### src/rtl/clk_div_frac.sv
// -----------------------------------------------------------------------------
// clk_div_frac
//   Fractional clock / tick generator. Each half period of clk_out lasts a
//   programmable integer number of clk cycles, and is stretched by one cycle
//   whenever the fractional phase accumulator overflows. This gives an average
//   half period of int + frac/2^FRAC_W clk cycles. A one-cycle tick strobe
//   marks every clk_out rising edge.
//
//   Starting and stopping are glitch-free: a stop request always lets the
//   current high phase finish. A new divisor is held as pending and only
//   takes effect on a period boundary (the clk_out 0->1 edge), or at once
//   when the block is idle.
//
// Ports
//   clk       in   board clock
//   rst_n     in   asynchronous active-low reset
//   en        in   run request (level)
//   div_int   in   [CNT_W-1:0]  new integer half period, sampled when load=1
//   div_frac  in   [FRAC_W-1:0] new fractional half period, sampled when load=1
//   load      in   one-cycle request to take div_int/div_frac
//   load_ack  out  one-cycle pulse when the new divisor becomes active
//   clk_out   out  divided clock, registered, ~50% duty
//   tick      out  one-cycle strobe coincident with the clk_out 0->1 update
//   running   out  high while the FSM is not IDLE
// -----------------------------------------------------------------------------
module clk_div_frac #(
  parameter int                CNT_W        = 16,
  parameter int                FRAC_W       = 8,
  parameter logic [CNT_W-1:0]  DIV_DEFAULT  = CNT_W'(1525),
  parameter logic [FRAC_W-1:0] FRAC_DEFAULT = FRAC_W'(225)
) (
  input  logic              clk,
  input  logic              rst_n,
  input  logic              en,
  input  logic [CNT_W-1:0]  div_int,
  input  logic [FRAC_W-1:0] div_frac,
  input  logic              load,
  output logic              load_ack,
  output logic              clk_out,
  output logic              tick,
  output logic              running
);

  typedef enum logic [1:0] {
    S_IDLE,
    S_RUN,
    S_STOP
  } state_t;

  state_t              state_q,     state_d;
  logic [CNT_W-1:0]    cnt_q,       cnt_d;
  logic [FRAC_W-1:0]   acc_q,       acc_d;
  logic                carry_q,     carry_d;
  logic                clk_out_q,   clk_out_d;
  logic                tick_q,      tick_d;
  logic                load_ack_q,  load_ack_d;
  logic                running_q,   running_d;
  logic [CNT_W-1:0]    act_int_q,   act_int_d;
  logic [FRAC_W-1:0]   act_frac_q,  act_frac_d;
  logic [CNT_W-1:0]    pend_int_q,  pend_int_d;
  logic [FRAC_W-1:0]   pend_frac_q, pend_frac_d;
  logic                pend_q,      pend_d;

  logic [CNT_W-1:0]    eff_int;
  logic [CNT_W-1:0]    h_last;
  logic                terminal;
  logic                apply;
  logic [FRAC_W:0]     frac_sum;

  // Integer half periods below 2 would give clk_out periods under 4 clk.
  assign eff_int = (act_int_q < CNT_W'(2)) ? CNT_W'(2) : act_int_q;

  // Last count value of this half period. A carry from the previous toggle
  // lengthens it by one, except at the top of the range, where the extra
  // cycle is dropped so the counter never wraps.
  assign h_last = (carry_q && (eff_int != {CNT_W{1'b1}})) ? eff_int
                                                          : eff_int - CNT_W'(1);

  assign terminal = (state_q != S_IDLE) && (cnt_q == h_last);
  assign frac_sum = {1'b0, acc_q} + {1'b0, act_frac_q};

  // A divisor is waiting, or is being offered this very cycle.
  assign apply = load || pend_q;

  always_comb begin
    // NOTE: every signal assigned here gets a default first, so no path can
    // leave it unassigned and infer a latch.
    state_d     = state_q;
    cnt_d       = cnt_q;
    acc_d       = acc_q;
    carry_d     = carry_q;
    clk_out_d   = clk_out_q;
    tick_d      = 1'b0;
    load_ack_d  = 1'b0;
    act_int_d   = act_int_q;
    act_frac_d  = act_frac_q;
    pend_int_d  = pend_int_q;
    pend_frac_d = pend_frac_q;
    pend_d      = pend_q;

    // Capture into pending; a later load before the boundary overwrites it.
    if (load) begin
      pend_int_d  = div_int;
      pend_frac_d = div_frac;
      pend_d      = 1'b1;
    end

    case (state_q)
      S_IDLE: begin
        cnt_d     = '0;
        acc_d     = '0;
        carry_d   = 1'b0;
        clk_out_d = 1'b0;
        // Nothing is running, so a new divisor can take effect at once.
        if (apply) begin
          act_int_d  = load ? div_int  : pend_int_q;
          act_frac_d = load ? div_frac : pend_frac_q;
          pend_d     = 1'b0;
          load_ack_d = 1'b1;
        end
        if (en) state_d = S_RUN;
      end

      default: begin  // S_RUN, S_STOP: both keep counting
        if (terminal) begin
          cnt_d              = '0;
          clk_out_d          = ~clk_out_q;
          {carry_d, acc_d}   = frac_sum;
          if (!clk_out_q) begin
            // Rising edge: a period boundary, the only safe point to reload.
            tick_d = 1'b1;
            if (apply) begin
              act_int_d  = load ? div_int  : pend_int_q;
              act_frac_d = load ? div_frac : pend_frac_q;
              acc_d      = '0;
              carry_d    = 1'b0;
              pend_d     = 1'b0;
              load_ack_d = 1'b1;
            end
          end
        end else begin
          cnt_d = cnt_q + CNT_W'(1);
        end

        if (state_q == S_RUN) begin
          if (!en) state_d = S_STOP;
        end else if (en) begin
          state_d = S_RUN;
        end else if (terminal && clk_out_q) begin
          // High phase has just completed; park with clk_out low.
          state_d = S_IDLE;
          acc_d   = '0;
          carry_d = 1'b0;
        end
      end
    endcase

    running_d = (state_d != S_IDLE);
  end

  always_ff @(posedge clk or negedge rst_n) begin
    if (!rst_n) begin
      state_q     <= S_IDLE;
      cnt_q       <= '0;
      acc_q       <= '0;
      carry_q     <= 1'b0;
      clk_out_q   <= 1'b0;
      tick_q      <= 1'b0;
      load_ack_q  <= 1'b0;
      running_q   <= 1'b0;
      act_int_q   <= DIV_DEFAULT;
      act_frac_q  <= FRAC_DEFAULT;
      pend_int_q  <= '0;
      pend_frac_q <= '0;
      pend_q      <= 1'b0;
    end else begin
      // NOTE: non-blocking assignments, so every flop samples the values
      // from before this edge regardless of statement order.
      state_q     <= state_d;
      cnt_q       <= cnt_d;
      acc_q       <= acc_d;
      carry_q     <= carry_d;
      clk_out_q   <= clk_out_d;
      tick_q      <= tick_d;
      load_ack_q  <= load_ack_d;
      running_q   <= running_d;
      act_int_q   <= act_int_d;
      act_frac_q  <= act_frac_d;
      pend_int_q  <= pend_int_d;
      pend_frac_q <= pend_frac_d;
      pend_q      <= pend_d;
    end
  end

  assign clk_out  = clk_out_q;
  assign tick     = tick_q;
  assign load_ack = load_ack_q;
  assign running  = running_q;

endmodule
### config.mk
export PLATFORM = sky130hd
export DESIGN_NAME = clk_div_frac
export DESIGN_NICKNAME = d
export VERILOG_FILES = /design/src/rtl/clk_div_frac.sv
export SDC_FILE = /design/constraint.sdc
export NUM_CORES = 1
export LEC_CHECK = 0
export BUFFER_PORTS_ARGS = -buffer_cell sky130_fd_sc_hd__buf_2
export CORE_ASPECT_RATIO = 0.75
export CORE_MARGIN = 10
export CORE_UTILIZATION = 45
export DETAILED_ROUTE_END_ITERATION = 10
export HOLD_SLACK_MARGIN = 0.06
export MAX_ROUTING_LAYER = met4
export SYNTH_ARGS = -nofsm -noshare
export SYNTH_HDL_FRONTEND = slang
export SYNTH_SLANG_ARGS = --single-unit
### constraint.sdc
create_clock -name clk -period 9.53 [get_ports clk]
set_clock_uncertainty 0.15 [all_clocks]
set_input_delay 1.906 -clock clk [delete_from_list [all_inputs] [get_ports clk]]
set_output_delay 1.906 -clock clk [all_outputs]
set_load 0.01 [all_outputs]
## Yosys cells after proc, flatten, opt, wreduce, memory -nomap -nowiden

Cells that the tools add are included.

- Register bits: 80
- Latch bits: 0
- Bits in writable memories: 0
- Memory bits (read-only): 0
- Input bits: 28
- Output and inout bits: 4
- Word-level logic and storage cells: 79
- Memories: 0

- Add/sub/neg operators: 3
- $mul: 0
- Div/mod/pow operators: 0
- $lt $le $gt $ge: 1
- Equal/unequal tests: 4
- Shift-type cells: 0
- Mux-type cells: 48
- Bitwise logic cells: 1
- Reduce and logical (&&, ||, !) cells: 9

Operators by type and width:

| cell | count |
|---|---|
| two-way mux 16 bit | 9 |
| two-way mux 8 bit | 12 |
| two-way mux 1 bit | 21 |
| adder 16 x 1 -> 16 bit, second input constant | 1 |
| equality test 16 bit | 1 |
| < comparator 16 x 2 -> 1 bit, second input constant | 1 |
| inequality test 16 bit, second input constant | 1 |
| subtractor 16 x 1 -> 16 bit, second input constant | 1 |
| two-way mux 2 bit | 6 |
| adder 8 x 8 -> 9 bit | 1 |
| nonzero test 2 bit | 3 |
| logical AND 1 bit | 3 |
| equality test 2 x 1 -> 1 bit, second input constant | 1 |
| zero test 2 bit | 1 |
| inequality test 2 x 1 -> 1 bit, second input constant | 1 |
| AND reduction 2 bit | 1 |
| logical OR 1 bit | 1 |
| NOT 1 bit | 1 |

## Longest topological paths before layout

Gate-level depths: netlist of run 1.

- Depth after elaboration: 13
- Mapped depth: 16
- Mapped depth without buffers: 13

## Worst setup path after synthesis of run 1

Ideal clock, no wire load.

- Path kind: register to register
- From: register act_int_q[12]
- To: register act_frac_q[1]
- Setup time: 0.125 ns
- Data arrival time: 4.091 ns
- Required time: 9.255 ns
- Slack: 5.164 ns
- Stages on the path, launching flop included: 16
- Path buffers: 2
- Period minus slack after synthesis: 4.366 ns
- Path through: dfrtp_1 > clkbuf_1 > or4_1 > nor2_1 > a21oi_1 > inv_1 > ha_1 > nand4_1 > o41a_1 > or4_1 > o31ai_1 > nand4b_1 > nor4_4 > a31oi_4 > buf_6 > mux2_4

- Cells in the longest elaborated chain, start to end: 9
- Elaborated cells between the ends (all ways): 10
- Those cells by class: add/sub (1); order compare (1); eq/ne (2); mux (2); reduce/logical (4)

RTL lines:

| what | RTL line | source |
|---|---|---|
| start: declaration | 58 | `logic [CNT_W-1:0] act_int_q, act_int_d;` |
| start signal: assignment | 187 | `act_int_q <= act_int_d;` |
| < comparator 16 x 2 -> 1 bit | 71 | `assign eff_int = (act_int_q < CNT_W'(2)) ? CNT_W'(2) : act_int_q;` |
| two-way mux 16 bit * | 71 |  |
| branches (longest 2 deep; another with subtractor 16 x 1 -> 16 bit) | n/a |  |
| two-way mux 16 bit * | 76 | `assign h_last = (carry_q && (eff_int != {CNT_W{1'b1}})) ? eff_int` |
| equality test 16 bit * | 79 | `assign terminal = (state_q != S_IDLE) && (cnt_q == h_last);` |
| logical AND 1 bit * | 79 |  |
| nonzero test 2 bit (no line) * | n/a |  |
| AND reduction 2 bit (no line) * | n/a |  |
| end signal: assignment | 188 | `act_frac_q <= act_frac_d;` |
| end: declaration | 59 | `logic [FRAC_W-1:0] act_frac_q, act_frac_d;` |

Every way passes the cells marked *.
A chain may end at the register's enable or synchronous reset.

## Worst setup path in the final report of run 1

- From: register act_int_q[11]
- To: register act_frac_q[3]

Same word-level chain as after synthesis.

==> impl_results.md, run 1 <==
* Status: complete, no violations
* Final min period at roughly 5 ns
* Root Driver: clkbuf_16
* Final cell count without fillers at between 500 and 600
* Synth area leaders: dfrtp_1 (39%), mux2_2 (7.5%), dfstp_2 (7.2%), mux2_4 (6.5%), xor2_1 (4.6%)
* Critical path's slowest cell: or4_1
* Hold buffers post-CTS at 0
* XOR/XNOR Fraction of Synth Area at under 10%
* Initial antenna violation count at 0
* WS Path Type: flip-flop to flip-flop
* Synth warnings at 0
* Fill count at 874
* Flops & latches, synth at 80
* Max frequency at ~200 MHz
* Die ar. at around 14000 µm²
* Post-synth EDFFs at 0
* Mapped Area at ~4400 µm²
* Hold Path Class: flip-flop to flip-flop
* Max IR drop VDD at 143.1 µV
* Yosys cell types at between 50 and 60
* Simple-Gate Fraction of Synth Area at roughly 15%
* Initial DRC Count at 193
* Bufs on Longest Clock Path at 2
* Via count at approximately 3000
* Worst slew pin tran at between 0.9 and 1 ns
* CP Capture Type: flip-flop
* GR Util All Layers at 14.75%
* Worst Setup Slack, final at around 4.5 ns
* Power Dens Cells at 219.8 nW/µm²
* Routability cong. at 1.042
* Crit path top cell by count: or4_1
* Cells after Synth at 388
* Mux cell area share after synthesis at roughly 16%
* Met3 usage at under 10%
* Clock Latency Late Sink at approximately 0.34 ns
* Fin. Hold Viols at 0
* Die W at about 130 µm
* TritonCTS clock tree: done
* Drt first pass iters at 4
* Syn avg cell area at ~11 µm²
* Dpl ws at ~4.6 ns
* IO Pins at 32
* Setup_tns at 0 ns
* Adder-Cell Fraction of Synth Area at 3.597%
* Nets at roughly 460
* Met1 Usage GRT at 20.49%
* Grt ovf at 0
* Hpwl dp at a little under 7 mm
* H-tree lvl count at 3
* # DRC at 0
* Syn Nets at 428
* Antenna diodes at 0
* Cell chain of the critical path: or4_1, nor2_1, a21oi_1, inv_1, ha_1, nand4_1, o41a_1, or4_1, o31ai_1, nand4b_1, nor4_4, a31oi_4, buf_4, mux2_4
* CTS clk-pin slew, worst paths at about 0.060 ns
* Post-synthesis compound-gate area fraction at 8.193%
* Vias in the first global route at 3097
* Routed length per instance at ~17 µm
* Layout cells sized above 1 at approximately 28%
* Rel. slew slack at ~34%
* CP arrival at ~5.1 ns
* RSZ-0062 raised after global routing: no
* Final Max Tran Viols at 0
* Area Overhead vs Synth at 13.10%
* Port Buffers at 31
* Asr flop ratio synth at 100.0%
* Core Area at 9580 µm²
* Leakage at 0.002165 µW
* Util after Layout at between 50% and 60%
* Met2 Usage GRT at between 20% and 30%
* Grt peak-use layer: met1
* Placed cells at approximately 540
* Max cap viols at 0
* Area of the multi-input gates at around 2200 µm²
* Worst EP required at around 9.6 ns
* Final WL at between 9 and 10 mm
* Initial Utilization at 45.75%
* Max stage delay on crit path at around 0.6 ns
* Top cell type's share of synthesized area at between 30 and 40%
* Ratio of final minimum period to clock period at 52.61%
* # clock sinks at 80
* Post-CTS sizing at 0
* Pwr Total at approximately 1100 µW
* CP max FO at 16
* Final setup violation count at 0
* First-pass GRT wire length at 16.26 mm
* CP Launch Type: flip-flop
* Crit path max-delay family: simple AND/OR/NAND/NOR gates
* Via-per-instance ratio at about 5.4
* Largest family of logic cells by synthesized area: multiplexers
* Setup repair bufs after CTS at 0
* Num rows at 31
* Reg area at 2017 µm²
* Area leader, netlist: dfrtp_1
* Most common flop cell mapped by yosys: dfrtp_1
* Num CTS Buffers at 9
* Largest net degree at the start of global routing at slightly above 80
* Sequential area share after synthesis at between 40% and 50%
* DRT antenna net count at 0
* Chip height at between 100 and 150 µm
* Worst path bufs/invs at 2
-- power by group --
group / switching, µW / internal, µW / leakage, µW
registers: 75.4 / 402 / 0.000977
clock network: 135 / 229 / 0.000150
logic: 122 / 126 / 0.00104
total: 332 / 758 / 0.00217
-- per-stage QoR --
step           instance area, µm²  hold slack, ns
2_1_floorplan                4383          0.3194
3_3_place_gp                 4643          0.3341
3_5_place_dp                 4643          0.3379
4_1_cts                      4957          0.3512
5_1_grt                      4957          0.3607
6_report                     4957          0.3448
-- routing by layer --
layer,share of wire [%],wire length (µm)
met1,51,4955
met2,42,4040
met3,5.6,543
met4,0.94,91
met5,0,0
-- flip-flops by register name (all words and copies together) (netlist names) --
register	count
act_int_q	16
cnt_q	16
pend_int_q	16
acc_q	8
act_frac_q	8
pend_frac_q	8
state_q	2
carry_q	1
clk_out	1
load_ack	1
pend_q	1
running	1
tick	1
-- cells in the mapped netlist, types with 5 or more instances --
master and n:
xor2_1 23, nand4_1 8, nor3_1 20, buf_2 5
nor2_1 16, dfstp_2 12, inv_1 11, ha_1 11
dfrtp_1 68, a21oi_1 11, mux2_4 19, o21ai_0 6
nand2_1 25, and3_1 6, clkbuf_1 8, xnor2_1 15
nor2b_1 5, mux2i_1 11, or4_1 6, mux2_2 29
nor4_1 5, nand3_1 14
-- layout by cell type, fill, tap and decap left out, types with 2 or more instances in the layout --
cell type / netlist / routed
xor2_1: 23 / 23
mux2_2: 29 / 29
and3_1: 6 / 6
o21bai_1: 2 / 2
or4_1: 6 / 6
a211oi_1: 3 / 3
buf_2: 5 / 30
nor3b_1: 3 / 3
nor4b_1: 2 / 2
dfrtp_1: 68 / 68
dfstp_2: 12 / 12
a21oi_1: 11 / 11
mux2i_1: 11 / 11
nand3_1: 14 / 14
clkbuf_1: 8 / 2
o22ai_1: 3 / 3
nor4_1: 5 / 5
mux2_4: 19 / 19
ha_1: 11 / 11
o31ai_1: 2 / 2
a21o_1: 2 / 2
nand4b_1: 2 / 2
or2_2: 3 / 3
o21ai_0: 6 / 6
o41ai_1: 4 / 4
nor2_1: 16 / 16
and2_1: 2 / 2
clkbuf_16: 0 / 9
nor2b_1: 5 / 5
buf_4: 3 / 6
nor3_1: 20 / 20
nand4_1: 8 / 8
nand2_1: 25 / 25
bufinv_16: 0 / 2
inv_1: 11 / 11
xnor2_1: 15 / 15
-- path summary, 6_finish.rpt --
path,start,depth (start not counted),slack [ns],endpoint
worst max-delay path,act_int_q[11]$_DFFE_PN0P_,14,4.52,act_frac_q[3]$_DFFE_PN0P_
worst min-delay path,pend_int_q[10]$_DFF_PN0_,1,0.34,pend_int_q[10]$_DFF_PN0_
worst max register to register,act_int_q[11]$_DFFE_PN0P_,14,4.52,act_frac_q[3]$_DFFE_PN0P_
worst min register to register,pend_int_q[10]$_DFF_PN0_,1,0.34,pend_int_q[10]$_DFF_PN0_
max in group asynchronous,rst_n,1,7.02,running$_DFF_PN0_
min in group asynchronous,rst_n,1,1.58,pend_int_q[1]$_DFF_PN0_
-- cell families (layout without fill, tap and decap cells) --
group / after synthesis / in the layout
xor gates and xnor gates: 38 / 38
adders and majority gates: 12 / 12
and+or+nand+nor: 121 / 121
DFF: 80 / 80
AOI/OAI and AO/OA: 49 / 49
muxes: 59 / 59
buffers and inverters: 29 / 63
-- layout make-up --
| type | count | share of cell area (%) |
|---|---|---|
| clock buffer | 11 | 4.695 |
| clock inverter | 5 | 1.641 |
| inverter | 11 | 0.8329 |
| multi-input combinational | 279 | 44.88 |
| sequential | 80 | 40.69 |
| tap | 132 | 3.332 |
| timing repair buffer | 36 | 3.937 |
Power figures use the tool's default switching activity.
==> run 2: changes to the inputs <==
==> constraint.sdc (replaced) <==
create_clock -name clk -period 5 [get_ports clk]
set_clock_uncertainty 0.15 [all_clocks]
set_input_delay 1 -clock clk [delete_from_list [all_inputs] [get_ports clk]]
set_output_delay 1 -clock clk [all_outputs]
set_load 0.01 [all_outputs]
==> impl_results.md, run 2 (synthesis gave the netlist of run 1 again) <==
* CP Launch Type: flip-flop
* Commonest non-fill, non-tap cell in the layout: dfrtp_1
* H-tree lvl count at 3
* GR Util All Layers at between 10% and 20%
* Initial DRC Count at roughly 210
* Seq pwr share at 41.5%
* # clock sinks at 80
* Clock network power share at ~36%
* Final min period at approximately 4.7 ns
* Routability cong. at 0.8707
* Max frequency at ~210 MHz
* IO Pins at 32
* Routed length per instance at roughly 18 µm
* Power Dens Cells at between 400 and 500 nW/µm²
* Post-route design area at 5079 µm²
* CP arrival at between 4 and 5 ns
* Bufs on Longest Clock Path at 2
* Num CTS Buffers at 9
* Vias in the first global route at between 3000 and 4000
* Leakage at between 0.002 and 0.0025 µW
* R2r startpoint: act_int_q[12]$_DFFE_PN0P_
* Status: complete, no violations
* Final setup violation count at 0
* Core Area at about 9600 µm²
* Initial Utilization at between 40 and 50%
* Dpl ws at about 0.41 ns
* Worst Setup Slack, final at 0.3352 ns
* Largest net degree at the start of global routing at between 80 and 90
* Setup repair bufs after CTS at 0
* First-pass GRT wire length at around 17 mm
* Num rows at 31
* Die ar. at between 10000 and 15000 µm²
* Most frequent cells in the layout: dfrtp_1 (68), buf_2 (30), mux2_2 (29)
* RSZ-0062 raised after global routing: no
* Root Driver: clkbuf_16
* Ratio of final minimum period to clock period at about 93%
* Fin. Hold Viols at 0
* NetSw at about 650 µW
* Worst EP required at 5.10 ns
* Fill count at 859
* CP Capture Type: flip-flop
* CTS clk-pin slew, worst paths at 0.06 ns
* Setup_tns at 0 ns
* Worst slew pin tran at ~1 ns
* R2r endpoint: acc_q[6]$_DFF_PN0_
* Final Max Tran Viols at 0
* Max cap viols at 0
* Antenna diodes at 0
* Chip height at around 110 µm
* Nets at ~460
* Internal power at between 1500 and 2000 µW
* DRT antenna net count at 0
* Pwr Total at about 2200 µW
* # DRC at 0
* Sw Share at 29.13%
* Clock Latency Late Sink at about 0.33 ns
* Grt ovf at 0
* Hold Path Sink: pend_int_q[13]$_DFF_PN0_
* Rel. slew slack at about a third
* HP Start: pend_int_q[13]$_DFF_PN0_
* Port Buffers at 31
* Hold Path Class: flip-flop to flip-flop
* Initial antenna violation count at 0
* WS Path Type: flip-flop to flip-flop
* Post-CTS sizing at 0
* Worst reg-to-reg setup slack at ~0.34 ns
* Reg2Reg Depth at 14
* Layout cells sized above 1 at just under 30%
* Dpl cell area at between 4000 and 5000 µm²
* Combinational fraction of design power at 22.1%
* TritonCTS clock tree: done
* Hold path cells at 1
* Die W at around 130 µm
* Final WL at around 10 mm
* Area Overhead vs Synth at 15.87%
* Hold buffers post-CTS at 0
* Hpwl dp at about 7.2 mm
* Largest registers: act_int_q x16, cnt_q x16, pend_int_q x16
* Max IR drop VDD at approximately 210 µV
* Via count at 3118
* Via-per-instance ratio at roughly 5.6
* Hold Slack at 0.3471 ns
* CP max FO at 9
* Drt first pass iters at 4
==> run 2: cell types whose count changed in the layout (fill, tap and decap cells not counted) <==
cell       delta
buf_4         +6
bufinv_16     +2
buf_12        +1
clkbuf_1      -1
clkbuf_8      +1
clkinv_2      -1
clkinv_4      -1
==> run 2: how the worst max path moves through the flow <==
stage | from | slack [ns] | endpoint
global placement | act_int_q[11]$_DFFE_PN0P_ | 0.53 | act_int_q[3]$_DFFE_PN0P_
global route | act_int_q[11]$_DFFE_PN0P_ | 0.07 | acc_q[2]$_DFF_PN0_
floorplan | act_int_q[12]$_DFFE_PN0P_ | 0.63 | act_frac_q[1]$_DFFE_PN0P_
finish | act_int_q[12]$_DFFE_PN0P_ | 0.34 | acc_q[6]$_DFF_PN0_
detailed placement | act_int_q[12]$_DFFE_PN0P_ | 0.41 | act_int_q[15]$_DFFE_PN0P_
CTS | act_int_q[12]$_DFFE_PN0P_ | 0.34 | acc_q[3]$_DFF_PN0_
==> run 2: per-stage QoR <==
step / util [%] / std cells
final: 53.01 / 561
after global routing: 53.01 / 561
after CTS: 53.01 / 561
after detailed placement: 49.14 / 545
after global placement: 49.14 / 545
after floorplan: - / 388
==> run 2: power groups by stage <==
stage | Clock (µW) | Combinational, µW | Sequential, µW
4_1_cts | 822 | 490 | 917
5_1_grt | 855 | 546 | 938
3_3_place_gp | 0 | 478 | 929
2_1_floorplan | 0 | 419 | 839
6_report | 806 | 491 | 919
3_5_place_dp | 0 | 488 | 924
==> run 2: final cells by class <==
cell class | count | area (µm²) | area share [%]
sequential | 80 | 2017 | 39.71
tap | 132 | 165.2 | 3.252
timing repair buffer | 43 | 260.3 | 5.124
clock inverter | 5 | 127.6 | 2.513
multi-input combinational | 279 | 2225 | 43.80
clock buffer | 11 | 242.7 | 4.780
inverter | 11 | 41.29 | 0.8130
==> run 2: critical path, stage by stage (launching register included) <==
cell	delay, ns
dfrtp_1	0.47
or4_1	0.60
nor2_1	0.16
a21oi_1	0.12
inv_1	0.08
ha_1	0.14
nand4_1	0.10
o41a_1	0.52
or4_1	0.51
o31ai_1	0.29
nand4b_1	0.23
nor4_4	0.45
and2_1	0.32
buf_4	0.25
mux2i_1	0.21
==> run 2: layer usage <==
layer	vias up	global-route usage (%)	wire [µm]	part of all wire [%]
met4	0	3.101	65	0.65
met5	-	-	0	0
li1	1479	-	-	-
met3	8	4.934	661	6.6
met2	84	22.03	4355	44
met1	1547	20.91	4860	49
